--- src/rtl/sync_ram_dp_be.sv ---
// sync_ram_dp_be: simple dual-port RAM with byte-lane writes, selectable read-during-write,
// optional output register, read-valid tracking and a hardware clear engine.
module sync_ram_dp_be #(
    parameter int DATA_W = 16,
    parameter int ADDR_W = 4,
    parameter int OUT_REG = 0,
    parameter int RDW_MODE = 0,
    parameter logic [DATA_W-1:0] INIT_VAL = '0
) (
    input  logic                 clk,
    input  logic                 rst,
    input  logic                 clr,
    input  logic                 we,
    input  logic [DATA_W/8-1:0]  be,
    input  logic [ADDR_W-1:0]    waddr,
    input  logic [DATA_W-1:0]    din,
    input  logic                 re,
    input  logic [ADDR_W-1:0]    raddr,
    output logic [DATA_W-1:0]    dout,
    output logic                 rvalid,
    output logic                 busy
);
    localparam int LANES = DATA_W / 8;
    localparam int DEPTH = 2 ** ADDR_W;
    typedef enum logic {CLEAR, IDLE} state_t;
    state_t state, state_nx;
    logic [ADDR_W-1:0] cnt;
    logic [DATA_W-1:0] mem [DEPTH];
    logic wr_acc, rd_acc;
    logic [DATA_W-1:0] rd_word;
    always_ff @(posedge clk or posedge rst) begin
        if (rst) begin
            state <= CLEAR;
            cnt <= '0;
        end else begin
            state <= state_nx;
            cnt <= (state == CLEAR) ? cnt + 1'b1 : '0;
        end
    end
    always_comb begin
        state_nx = (state == CLEAR) ? ((&cnt) ? IDLE : CLEAR) : (clr ? CLEAR : IDLE);
    end
    always_comb begin
        busy = (state == CLEAR);
        wr_acc = we & ~busy;
        rd_acc = re & ~busy;
    end
    // Forwarding merges the incoming lanes over the stored word
    always_comb begin
        rd_word = mem[raddr];
        if (RDW_MODE != 0 && wr_acc && waddr == raddr)
            for (int i = 0; i < LANES; i++)
                if (be[i]) rd_word[8*i+:8] = din[8*i+:8];
    end
    always_ff @(posedge clk) begin
        if (busy)
            mem[cnt] <= INIT_VAL;
        else if (we)
            for (int i = 0; i < LANES; i++)
                if (be[i]) mem[waddr][8*i+:8] <= din[8*i+:8];
    end
    generate
        if (OUT_REG != 0) begin : g_oreg
            logic [DATA_W-1:0] p_d;
            logic p_v;
            // The pipeline stage drains regardless of busy so in-flight reads complete
            always_ff @(posedge clk or posedge rst) begin
                if (rst) begin
                    p_v <= 1'b0;
                    p_d <= '0;
                    rvalid <= 1'b0;
                    dout <= '0;
                end else begin
                    p_v <= rd_acc;
                    if (rd_acc) p_d <= rd_word;
                    rvalid <= p_v;
                    if (p_v) dout <= p_d;
                end
            end
        end else begin : g_direct
            always_ff @(posedge clk or posedge rst) begin
                if (rst) begin
                    rvalid <= 1'b0;
                    dout <= '0;
                end else begin
                    rvalid <= rd_acc;
                    if (rd_acc) dout <= rd_word;
                end
            end
        end
    endgenerate
endmodule
--- config.mk ---
export PLATFORM = sky130hd
export DESIGN_NAME = sync_ram_dp_be
export DESIGN_NICKNAME = d
export VERILOG_FILES = /design/src/rtl/sync_ram_dp_be.sv
export SDC_FILE = /design/constraint.sdc
export NUM_CORES = 1
export LEC_CHECK = 0
export CAP_MARGIN = 20
export CORE_MARGIN = 5
export CORE_UTILIZATION = 47
export CTS_CLUSTER_SIZE = 30
export DETAILED_ROUTE_END_ITERATION = 6
export HOLD_SLACK_MARGIN = 0.12
export PLACE_DENSITY = 0.66
export SYNTH_ARGS = -nofsm -noshare
export SYNTH_HDL_FRONTEND = slang
export SYNTH_SLANG_ARGS = --single-unit
export TNS_END_PERCENT = 100
--- constraint.sdc ---
create_clock -name clk -period 2 [get_ports clk]
set_clock_uncertainty 0.1 [all_clocks]
set_input_delay 0.4 -clock clk [delete_from_list [all_inputs] [get_ports clk]]
set_output_delay 0.4 -clock clk [all_outputs]
set_load 0.05 [all_outputs]
==> flow_summary.json <==
{
  "rows": 56,
  "r2r-end": "mem[10][9]",
  "die_w_um": 164.3,
  "grt-ovfl-total": 0,
  "grt_pass1_vias": 6403,
  "clk_pin_slew_worst_paths_ns": 0.07,
  "critPathMaxFanout": 8,
  "crit_path_end_kind": "register",
  "syn-num-nets": 722,
  "rsz0062_at_grt": "true",
  "worst_ep_required_time_ns": 2.13,
  "portBuffers": 48,
  "drcViolationCount": 0,
  "ys_seq_area_share_pct": 73.65,
  "nNetsFinal": 828,
  "clkSinkCount": 278,
  "start_util_pct": 47.65,
  "cts-root-buf": "clkbuf_16",
  "holdWs_ns": 0.1470,
  "num_vias": 6198,
  "worstMarginPinSlew_ns": 0.6117,
  "wl_per_cell_um": 21.53,
  "r2r_slack_ns": -0.008,
  "fillCellCount": 1720,
  "ioPinCount": 49,
  "wl_um": 24370,
  "final_core_util_pct": 58.13,
  "vdd_ir_drop_max_mv": 0.6735,
  "p_per_area_nw_per_um2": 1241,
  "drtAntennaViolNets": 0,
  "fp.dieArea_um2": 26980,
  "max_freq_mhz": 498.1,
  "rr_startpoint": "state",
  "synth_cell_types": 30,
  "antenna_found_initial": 0,
  "ys_ff_latch": 278,
  "antennaDiodeCount": 0,
  "via_per_inst": 5.475,
  "slew_violations": 0,
  "fp.coreArea_um2": 23470,
  "firstDrtPassIters": 5,
  "cts_tree": "done",
  "min_period_over_period_pct": 100.4,
  "hp-class": "input pin to async pin",
  "setup_violations": 14,
  "critical_path_class": "register to register",
  "p_leak_uw": 0.004964,
  "multi_input_area_um2": 2867,
  "syn_area_per_cell_um2": 16.21,
  "finalHoldViolCount": 0,
  "cts.path.max_buffers": 3,
  "syn2layout_area_growth_pct": 22.00,
  "start_kind": "register",
  "htreeDepth": 1,
  "arrival_ns": 2.13,
  "outcome": "complete, but fails checks",
  "grt_max_degree": 35,
  "worstRegToRegCells": 7,
  "track_usage_pct": 18.11,
  "regArea_um2": 8238,
  "drive_above_1_share_pct": 21.28,
  "yosys_warnings": 0,
  "syn-cell-area_um2": 11180,
  "min_period_ns": 2.008,
  "setup_ws_ns": -0.007828,
  "drtIter0Drc": 513,
  "dpl.hpwl_um": 16170,
  "grt_pass1_wl_um": 36870,
  "clk_latency_ns": 0.52,
  "relSlewSlack_pct": 59.22,
  "cts_made_buffers": 25,
  "dieHeight_um": 164.3,
  "violations": "setup timing",
  "routabilityCongestion": 0.8647,
  "maxCapViolCount": 0,
  "syn_inst": 690
}
[final cells by class]
| class | count | share of cell area (%) |
|---|---|---|
| inverter | 5 | 0.1375 |
| sequential | 278 | 60.37 |
| timing repair buffer | 116 | 9.765 |
| clock buffer | 29 | 4.695 |
| tap | 319 | 2.925 |
| clock inverter | 15 | 1.100 |
| multi-input combinational | 370 | 21.01 |
[worst max path at each step]
| stage | from | to | slack, ns |
|---|---|---|---|
| 2_1_floorplan | be[0] | mem[3][0] | -0.009 |
| 3_3_place_gp | be[0] | mem[11][1] | -0.68 |
| 3_5_place_dp | we | mem[15][0] | -0.81 |
| 4_1_cts | state | mem[14][4] | -0.13 |
| 5_1_grt | state | mem[3][8] | -0.08 |
| 6_report | state | mem[10][9] | -0.008 |
[metrics by stage]
stage / area (µm²) / setup WS, ns / std cells / power, µW / TNS (ns)
floorplan: 11180 / -0.009358 / 690 / 10290 / -0.5986
global placement: 12590 / -0.6787 / 1081 / 11770 / -156.65
detailed placement: 12590 / -0.8110 / 1081 / 11930 / -185.79
CTS: 13500 / -0.1271 / 1126 / 16750 / -3.235
global route: 13650 / -0.07888 / 1132 / 17620 / -5.768
finish: 13650 / -0.007828 / 1132 / 16940 / -0.04903
[sequential cells by signal (all words and copies together) (netlist names)]
register and flops:
cnt 4, state 1, dout 16, mem 256, rvalid 1
[Yosys cell counts (all sizes together)]
library cell / count / share of area [%]
edfxtp: 256 / 69
mux2i: 131 / 12
nand2: 63 / 2.1
a22oi: 48 / 3.2
nor2: 38 / 1.3
nand3: 33 / 1.5
buf: 28 / 1.8
dfrtp: 22 / 4.9
and2: 17 / 0.95
nand4: 16 / 0.89
clkbuf: 9 / 0.30
inv: 5 / 0.17
a31oi: 4 / 0.76
nand2b: 4 / 0.22
nor2b: 3 / 0.17
nor3b: 3 / 0.39
nor3: 2 / 0.13
o21ai: 2 / 0.16
and3: 1 / 0.056
ha: 1 / 0.11
o211a: 1 / 0.16
o22ai: 1 / 0.056
xnor2: 1 / 0.078
xor2: 1 / 0.078
[power breakdown]
group          switching [µW]  leakage [µW]  internal [µW]
clock network            1970      0.000387           2670
logic                    2700       0.00191           1470
registers                 424       0.00266           7710
[cell families (layout without fill, tap and decap cells)]
kind of cell / Yosys count / after routing / share of synthesized area, %
adders and majority gates: 1 / 1 / 0.1119
and+or+nand+nor: 180 / 180 / 7.730
AOI/OAI and AO/OA: 56 / 56 / 4.352
DFF: 278 / 278 / 73.65
xor gates and xnor gates: 2 / 2 / 0.1566
muxes: 131 / 131 / 11.72
buffers and inverters: 42 / 165 / 2.271
[per-layer routing]
| metal | global-route usage [%] | routed length (µm) | up-vias |
|---|---|---|---|
| met3 | 2.258 | 1467 | 32 |
| met1 | 24.32 | 10130 | 3109 |
| met4 | 4.346 | 429 | 0 |
| met5 | 0 | 0 | - |
| li1 | - | - | 2853 |
| met2 | 31.62 | 12350 | 204 |
[what timing repair did]
item,CTS,global route
buffers inserted,3,7
hold buffers,0,0
gates resized for setup,41,23
setup endpoints to repair,253,232
pin swaps,5,5
[cell usage in the layout (no fill, tap or decap), types with 2 or more instances in the layout]
master           netlist  layout
dlygate4sd2_1          0       4
nand2_2                1       5
inv_1                  5       5
nand3_1               33      33
clkdlybuf4s50_1        0      26
bufinv_16              0       3
clkbuf_16              0      25
nor2_1                37       6
nand2_1               62      58
nand2b_1               4       4
mux2i_1              131     129
clkinv_2               0       5
a22oi_1               48      48
nor2_2                 1      19
buf_6                  5      11
nor2b_2                0       2
and2_1                17      17
o21ai_2                2       2
nor3b_2                2       2
clkinv_1               0       5
buf_12                 0      28
nand4_1               16      16
dfrtp_1               22      22
a31oi_4                4       4
buf_4                 12      47
clkbuf_1               9       4
edfxtp_1             256     256
nor2_4                 0      13
[critical path, cell delays in order (launching register included)]
cell     delay, ns
dfrtp_1       0.37
o211a_4       0.23
buf_4         0.14
mux2i_4       0.29
nand2_2       0.12
buf_4         0.17
nor2_1        0.13
buf_6         0.16
No activity file was read; power rests on OpenSTA's default activity.
